<file path="config.mk">
export PLATFORM = sky130hd
export DESIGN_NAME = divide
export DESIGN_NICKNAME = d
export VERILOG_FILES = /design/src/rtl/divide_pkg.sv /design/src/rtl/divide_step.sv /design/src/rtl/divide.sv
export SDC_FILE = /design/constraint.sdc
export NUM_CORES = 1
export LEC_CHECK = 0
export ABC_AREA = 1
export BUFFER_PORTS_ARGS = -buffer_cell sky130_fd_sc_hd__buf_2
export CAP_MARGIN = 0
export CORE_ASPECT_RATIO = 1.1
export CORE_MARGIN = 2
export CORE_UTILIZATION = 54
export DETAILED_ROUTE_END_ITERATION = 8
export PLACE_DENSITY = 0.77
export RECOVER_POWER = 25
export SLEW_MARGIN = 20
export SYNTH_ARGS = -nofsm -noshare
export SYNTH_HDL_FRONTEND = slang
export SYNTH_HIERARCHICAL = 1
export SYNTH_SLANG_ARGS = --single-unit
export TNS_END_PERCENT = 10
</file>
<file path="constraint.sdc">
create_clock -name clk -period 1.87 [get_ports clk]
set_input_delay 0.0935 -clock clk [delete_from_list [all_inputs] [get_ports clk]]
set_output_delay 0.0935 -clock clk [all_outputs]
set_load 0.01 [all_outputs]
</file>
<file path="src/rtl/divide_pkg.sv">
// divide_pkg
//   Shared definitions for the sequential signed divider:
//     - state_t          : controller states IDLE / CALC / FIX / DONE
//     - DEFAULT_N_WIDTH  : default dividend / quotient width
//     - DEFAULT_D_WIDTH  : default divisor / remainder width
package divide_pkg;

    localparam int DEFAULT_N_WIDTH = 32;
    localparam int DEFAULT_D_WIDTH = 16;

    typedef enum logic [1:0] {
        IDLE = 2'd0,
        CALC = 2'd1,
        FIX  = 2'd2,
        DONE = 2'd3
    } state_t;

endpackage

</file>
<file path="src/rtl/divide_step.sv">
// divide_step
//   One combinational restoring-division iteration on unsigned magnitudes.
//   Ports:
//     rem_in  [D_WIDTH:0]   partial remainder before this step
//     n_bit                 next dividend bit shifted in (MSB first)
//     d_abs   [D_WIDTH-1:0] divisor magnitude (unsigned, may be 2^(D_WIDTH-1))
//     rem_out [D_WIDTH:0]   partial remainder after this step
//     q_bit                 quotient bit produced by this step
module divide_step
    import divide_pkg::*;
#(
    parameter int D_WIDTH = DEFAULT_D_WIDTH
) (
    input  logic [D_WIDTH:0]   rem_in,
    input  logic               n_bit,
    input  logic [D_WIDTH-1:0] d_abs,
    output logic [D_WIDTH:0]   rem_out,
    output logic               q_bit
);

    localparam int RW = D_WIDTH + 1;

    logic [D_WIDTH+1:0] shifted;
    logic [D_WIDTH+1:0] divisor_ext;

    // Shift the next dividend bit in and subtract the divisor only when it
    // fits; the extra top bit keeps the comparison free of wrap-around.
    always_comb begin
        shifted     = {rem_in, n_bit};
        divisor_ext = {2'b00, d_abs};
        q_bit       = (shifted >= divisor_ext);
        rem_out     = shifted[D_WIDTH:0];
        if (q_bit) begin
            rem_out = RW'(shifted - divisor_ext);
        end
    end

endmodule

</file>
<file path="src/rtl/divide.sv">
// divide
//   Multi-cycle signed divider: quotient truncated toward zero, remainder
//   carries the dividend's sign. One restoring step per CALC cycle.
//   Ports:
//     clk, reset            clock and synchronous active-high reset
//     in_valid / in_ready   operand handshake (in_ready high only in IDLE)
//     in_N, in_D            signed dividend / divisor
//     out_valid             one-cycle pulse when out_Q / out_R are valid
//     out_Q, out_R          signed quotient / remainder (held until next FIX)
//     out_div0              divide-by-zero flag (only with DIVIDE_DIV0_EN)
//   Build option:
//     DIVIDE_DIV0_EN        adds out_div0 and a fast path for a zero divisor
module divide
    import divide_pkg::*;
#(
    parameter int N_WIDTH = DEFAULT_N_WIDTH,
    parameter int D_WIDTH = DEFAULT_D_WIDTH
) (
    input  logic               clk,
    input  logic               reset,
    input  logic               in_valid,
    input  logic [N_WIDTH-1:0] in_N,
    input  logic [D_WIDTH-1:0] in_D,
    output logic               in_ready,
    output logic               out_valid,
    output logic [N_WIDTH-1:0] out_Q,
    output logic [D_WIDTH-1:0] out_R
`ifdef DIVIDE_DIV0_EN
    ,
    output logic               out_div0
`endif
);

    localparam int CNT_W = (N_WIDTH > 1) ? $clog2(N_WIDTH) : 1;

    state_t             state;
    state_t             next_state;
    logic [CNT_W-1:0]   count;
    logic [N_WIDTH-1:0] n_shift;
    logic [D_WIDTH:0]   rem;
    logic [D_WIDTH-1:0] d_mag;
    logic               n_neg;
    logic               q_neg;
    logic               accept;
    logic               zero_div;
    logic [N_WIDTH-1:0] in_n_mag;
    logic [D_WIDTH-1:0] in_d_mag;
    logic [D_WIDTH:0]   step_rem;
    logic               step_q;

    assign in_ready = (state == IDLE);
    assign accept   = in_valid && in_ready;

    // Magnitudes are kept unsigned so the most negative value of either
    // operand (e.g. -2^(D_WIDTH-1)) still has a representable magnitude.
    assign in_n_mag = in_N[N_WIDTH-1] ? -in_N : in_N;
    assign in_d_mag = in_D[D_WIDTH-1] ? -in_D : in_D;

`ifdef DIVIDE_DIV0_EN
    logic div0_pending;
    assign zero_div = (in_D == '0);
`else
    assign zero_div = 1'b0;
`endif

    divide_step #(
        .D_WIDTH (D_WIDTH)
    ) u_step (
        .rem_in  (rem),
        .n_bit   (n_shift[N_WIDTH-1]),
        .d_abs   (d_mag),
        .rem_out (step_rem),
        .q_bit   (step_q)
    );

    // State register.
    always_ff @(posedge clk) begin
        if (reset) begin
            state <= IDLE;
        end else begin
            state <= next_state;
        end
    end

    // Next-state logic: a zero divisor (when checked) jumps straight to FIX.
    always_comb begin
        next_state = state;
        case (state)
            IDLE: begin
                if (accept) begin
                    next_state = zero_div ? FIX : CALC;
                end
            end
            CALC: begin
                if (count == '0) begin
                    next_state = FIX;
                end
            end
            FIX:     next_state = DONE;
            DONE:    next_state = IDLE;
            default: next_state = IDLE;
        endcase
    end

    // Datapath. n_shift starts as |N| and, as bits are consumed from the top,
    // fills with quotient bits from the bottom, so it holds |Q| after CALC.
    // out_valid is registered from DONE, so the pulse appears in the cycle
    // after DONE while the controller is already back in IDLE.
    always_ff @(posedge clk) begin
        if (reset) begin
            count     <= '0;
            n_shift   <= '0;
            rem       <= '0;
            d_mag     <= '0;
            n_neg     <= 1'b0;
            q_neg     <= 1'b0;
            out_valid <= 1'b0;
            out_Q     <= '0;
            out_R     <= '0;
`ifdef DIVIDE_DIV0_EN
            div0_pending <= 1'b0;
            out_div0     <= 1'b0;
`endif
        end else begin
            out_valid <= (state == DONE);
            case (state)
                IDLE: begin
                    if (accept) begin
                        n_shift <= in_n_mag;
                        d_mag   <= in_d_mag;
                        n_neg   <= in_N[N_WIDTH-1];
                        q_neg   <= in_N[N_WIDTH-1] ^ in_D[D_WIDTH-1];
                        rem     <= '0;
                        count   <= CNT_W'(N_WIDTH - 1);
`ifdef DIVIDE_DIV0_EN
                        div0_pending <= zero_div;
`endif
                    end
                end
                CALC: begin
                    n_shift <= {n_shift[N_WIDTH-2:0], step_q};
                    rem     <= step_rem;
                    if (count != '0) begin
                        count <= count - 1'b1;
                    end
                end
                FIX: begin
`ifdef DIVIDE_DIV0_EN
                    if (div0_pending) begin
                        out_Q    <= '1;
                        out_R    <= '0;
                        out_div0 <= 1'b1;
                    end else begin
                        out_Q    <= q_neg ? -n_shift : n_shift;
                        out_R    <= n_neg ? -rem[D_WIDTH-1:0] : rem[D_WIDTH-1:0];
                        out_div0 <= 1'b0;
                    end
`else
                    out_Q <= q_neg ? -n_shift : n_shift;
                    out_R <= n_neg ? -rem[D_WIDTH-1:0] : rem[D_WIDTH-1:0];
`endif
                end
                default: begin
                end
            endcase
        end
    end

endmodule

</file>
# After elaboration in Yosys (flattened, before gate mapping)
# Cells that the tools add are included.
[word_totals]
reg_bits = 123
inputBits = 51
[classes]
n_addsub = 6
magnitude_cmp = 1
n_eq_ne = 6
muxes = 15
bitwise = 1
reduce_logical = 9
[ops]
columns = ["operator", "count"]
rows = [
  ["$mux 32", 3],
  ["$neg 32->32", 2],
  ["$pmux 32 s2", 1],
  ["$mux 17", 2],
  ["$pmux 17 s2", 1],
  ["$mux 16", 2],
  ["$neg 16->16", 2],
  ["$ge 18x16->1", 1],
  ["$sub 17x16->17", 1],
  ["$mux 5", 2],
  ["$pmux 5 s2", 1],
  ["$pmux 2 s4", 1],
  ["$reduce_and 2->1", 3],
  ["$logic_not 5->1", 1],
  ["$reduce_bool 5->1", 1],
  ["$sub 5x1->5 const B", 1],
  ["$eq 2x2->1 const B", 2],
  ["$mux 2", 2],
  ["$ne 2x2->1 const B", 2],
  ["$reduce_and 3->1", 1],
  ["$eq 2x1->1 const B", 1],
  ["$logic_not 2->1", 1],
  ["$ne 2x1->1 const B", 1],
  ["$reduce_bool 2->1", 1],
  ["other kinds (2)", 2],
]

# Depth between registers and ports, before layout
[depth]
depth_word = 4
depth_mapped = 16
depth_no_buf = 16

# Modules after synthesis
# Netlist, hierarchy kept.
[modules_own_cells]
columns = ["module", "n_inst", "cells_each", "area_each_um2", "seq_area_each_um2"]
rows = [
  ["divide", 1, 1211, 7578.5, 2462.4],
  ["divide_step", 1, 289, 1432.6, 0.0],
]

# Worst setup path after synthesis
# No wires, ideal clock.
[synth_timing]
path_type = "register -> register"
startpoint = "register n_shift[31]"
endpoint = "register rem[11]"
setup_time_ns = 0.070
arrival_ns = 1.876
required_time_ns = 1.800
path_slack_ns = -0.076
path_stages_with_launch = 13
synth_period_minus_slack_ns = 1.946
cell_sequence = "dfxtp_1 -> inv_1 -> ha_1 -> inv_1 -> fa_1 -> nand3_1 -> nand3_1 -> nand2_2 -> buf_2 -> nand4_1 -> nand2_1 -> nand3_1 -> a21oi_1"
[synth_between]
elab_chain_cells = 3
elab_cells_between_ends = 4
[synth_lines]
columns = ["item", "line", "source"]
rows = [
  ["from (decl)", "divide.sv:39", "logic [N_WIDTH-1:0] n_shift;"],
  ["from (signal assigned)", "divide.sv:129", "n_shift <= in_n_mag;"],
  ["from (signal assigned)", "divide.sv:141", "n_shift <= {n_shift[N_WIDTH-2:0], step_q};"],
  ["$sub 17x16->17 or $ge 18x16->1 (tied branches)", "divide_step.sv:34, divide_step.sv:31", ""],
  ["$mux 17 (*)", "divide_step.sv:33", "if (q_bit) begin"],
  ["named net step_rem[11]", "divide.sv:48", "logic [D_WIDTH:0] step_rem;"],
  ["$pmux 17 s2 (*)", "divide.sv:126", "case (state)"],
  ["to (signal assigned)", "divide.sv:142", "rem <= step_rem;"],
  ["to (decl)", "divide.sv:40", "logic [D_WIDTH:0] rem;"],
]
# Mark *: on every way through the listed nets, which the timed path passes. The rest lies on a longest branch.
# A chain may end at the register's enable or synchronous reset.

# Worst setup path in the final report
[layout_timing]
startpoint = "register rem[12]"
endpoint = "register rem[10]"
[layout_between]
elab_chain_cells = 3
[layout_lines]
columns = ["item", "line", "source"]
rows = [
  ["$ge 18x16->1", "divide_step.sv:31", "q_bit = (shifted >= divisor_ext);"],
  ["$mux 17", "divide_step.sv:33", ""],
  ["named net step_rem[10]", "divide.sv:48", ""],
  ["$pmux 17 s2", "divide.sv:126", ""],
]
# The timed path passes the listed nets, and every way through them passes these cells.

==> metrics.txt <==
Leakage between 5 and 6 nW; vias in the first global route 9927; GRT Total Usage 0.330; I/O pins about 100; # diodes 0; async set-reset flop share out of synthesis 0; final worst slack -427 ps; CP Capture Type flop; Fillers ~1300; number of synthesized flops with an enable pin 0; IO buf count 100; # DRC 0; share of the synthesized area in the top cell type 0.273; Worst Path Arrival 2650 ps; worst-margin pin slew 695 ps; CTS H-tree lvls 4; Avg Inst Size Synth between 6 and 7 µm²; Most used DFF post-synth dfxtp_1; Critical Path RT 2220 ps; placed insts around 1800; routed vias around 11000; DRT antenna net count 0; Fmax about 440 MHz; Starting Density 0.550; Slew headroom 0.537; Yosys warning total 6; top post-synthesis cells by area dfxtp_1, nand2_1, inv_1, nor2_1, nand3_1; status complete, but fails checks; average wire per standard cell ~17 µm; synthesized area between 9000 and 10000 µm²; Clk pin slew, worst setup/hold paths 60 ps; Num CTS Buffers 17; Yosys reg bits ~120; Post-DP Area ~10000 µm²; register area share after synthesis 0.273; max-cap violation count 0; grt total ovfl 0; CP Class reg2reg; Power Total between 20 and 25 mW; HPWL Detailed between 20000 and 25000 µm; Routed WL 31600 µm; global-route wire length before repair about 48000 µm; largest net degree at the start of global routing approximately 70; final instance area 11500 µm²; Sink Count between 100 and 150; Final setup viols 18; unrepaired setup endpoints after global routing yes; Post-Syn Nets between 1500 and 2000; Die X around 130 µm; Peak VDD IR approximately 0.95 mV; Hold Vio Cnt, Final 0; Layout area overhead 27.9%; Tmin final about 2300 ps; Slew Limit Fails 0; worst-path maximum fanout 7; CTS tree yes; Post-synth top cells nand2_1, inv_1, nor2_1; Skew-Pair Late Insertion Delay between 400 and 500 ps; core area 16400 µm²; pre-CTS WS -71.6 ps; Pwr Density between 2000 and 2500 nW/µm²; Worst Hold Class in2reg; cell count after synthesis 1500; DR iter-0 viols ~1200; Cell variety after synth 46; initial antenna violation count 1; post-route insts no fill 1875; layout cells sized above 1 0.212; Final Skew 10.3 ps; Clock Tree Buf Depth 2; violated checks negative setup slack; nets approximately 1700; Die Ht approximately 140 µm; CTS root buffer clkbuf_16; DR vias/cell around 5.8; site row count 49; Initial DRT Pass Iterations 7; die area 17700 µm²; gpl congestion approximately 0.95; area leader, netlist dfxtp_1; Tcrit/Tclk final 1.23; count leader, synth nand2_1; startpoint types flop
## flip-flops by register name, summed over array words and instances, names as in the netlist
name and count:
count 5, d_mag 16, n_neg 1, n_shift 32, out_Q 32, out_R 16
out_valid 1, q_neg 1, rem 17, state 2
## critical path, cell delays in order (launching register included)
cell	delay, ps
dfxtp_2	450
ha_4	250
nand2_2	190
inv_1	170
nand2_1	130
nand2_2	90
a21oi_4	180
buf_12	150
buf_6	110
nand4_1	140
nand2_2	110
nand3_2	80
a21oi_2	160
## kinds of logic after synthesis
family | Yosys count | share of synthesized area
adder cells (fa/ha/maj) | 26 | 0.0369
AO/OA/AOI/OAI | 255 | 0.159
AND/OR/NAND/NOR | 779 | 0.373
flip-flops | 123 | 0.273
buffers and inverters | 280 | 0.122
XOR/XNOR | 37 | 0.0360
## report_power, final
group / internal (mW) / leakage, nW / total, mW / switching, mW
Sequential: 3.57 / 1.02 / 4.46 / 0.886
Clock: 2.29 / 0.298 / 3.56 / 1.27
Combinational: 5.85 / 4.34 / 15.5 / 9.65
Total: 11.7 / 5.66 / 23.5 / 11.8
## timing repair
action                     4_1_cts  5_1_grt
pin swaps                       48       32
gates resized for setup         79       71
cloned                           6        0
hold endpoints to repair         4        0
hold buffers                     3        0
setup buffers                   10        7
setup endpoints to repair       17       29
## path summary, 6_finish.rpt
path | depth (start not counted) | end | slack [ps] | startpoint
worst min register to register | 1 | count[0]$_SDFFE_PP0P_ | 470 | count[0]$_SDFFE_PP0P_
worst max-delay path | 12 | rem[10]$_SDFFE_PP0P_ | -430 | rem[12]$_SDFFE_PP0P_
worst max register to register | 12 | rem[10]$_SDFFE_PP0P_ | -430 | rem[12]$_SDFFE_PP0P_
worst min-delay path | 3 | d_mag[4]$_SDFFE_PP0P_ | 0.3 | in_D[4]
## metal layers
metal	track usage	wire length, µm	up-vias
li1	-	-	5143
met1	0.366	11400	4934
met2	0.590	15600	595
met3	0.0550	2410	190
met4	0.196	2130	0
met5	0	0	-
## cell usage in the layout (no fill, tap or decap), types with 4 or more instances in the layout
cell type | synthesis | routed
buf_6 | 3 | 11
dfxtp_1 | 123 | 101
o21bai_1 | 9 | 9
nor2_4 | 5 | 11
a31oi_1 | 4 | 4
clkbuf_1 | 33 | 38
o221ai_1 | 6 | 6
nor2_1 | 173 | 164
nand2_1 | 393 | 365
nand3b_1 | 5 | 5
buf_2 | 21 | 63
xor2_1 | 33 | 31
clkinv_2 | 0 | 4
o21ai_1 | 7 | 8
clkinvlp_4 | 0 | 4
xnor2_1 | 4 | 4
a21oi_2 | 1 | 10
dfxtp_2 | 0 | 22
nand2_2 | 10 | 32
nand3_2 | 4 | 14
o21ai_0 | 90 | 89
a21oi_1 | 105 | 96
buf_12 | 0 | 6
ha_1 | 25 | 7
nor3_1 | 12 | 11
nand2_4 | 0 | 5
nand3_1 | 129 | 117
inv_1 | 214 | 197
inv_2 | 2 | 19
nor2_2 | 6 | 9
nand3_4 | 1 | 6
ha_4 | 0 | 15
nand4_1 | 26 | 26
or2_2 | 5 | 5
clkbuf_16 | 0 | 17
bufinv_16 | 0 | 4
buf_4 | 0 | 76
o211ai_1 | 21 | 21
## through the flow
step / util / hold WS, ps / setup TNS (ps)
floorplan: - / 254 / 0
global placement: 0.619 / 406 / -81.4
detailed placement: 0.619 / 419 / -799
CTS: 0.689 / 2.79 / -31.0
global route: 0.704 / 7.81 / -7650
finish: 0.704 / 0.338 / -6010
## area by class of cell
type,count,area [µm²],area share
clock buffers,20,457,0.0396
inverters,218,821,0.0712
flip-flops and latches,123,2490,0.216
multi-input cells,1100,5990,0.520
clock inverters,12,170,0.0148
well taps,204,255,0.0221
repair buffers,198,1340,0.116
Note: power is estimated with default switching activity, not from simulation.
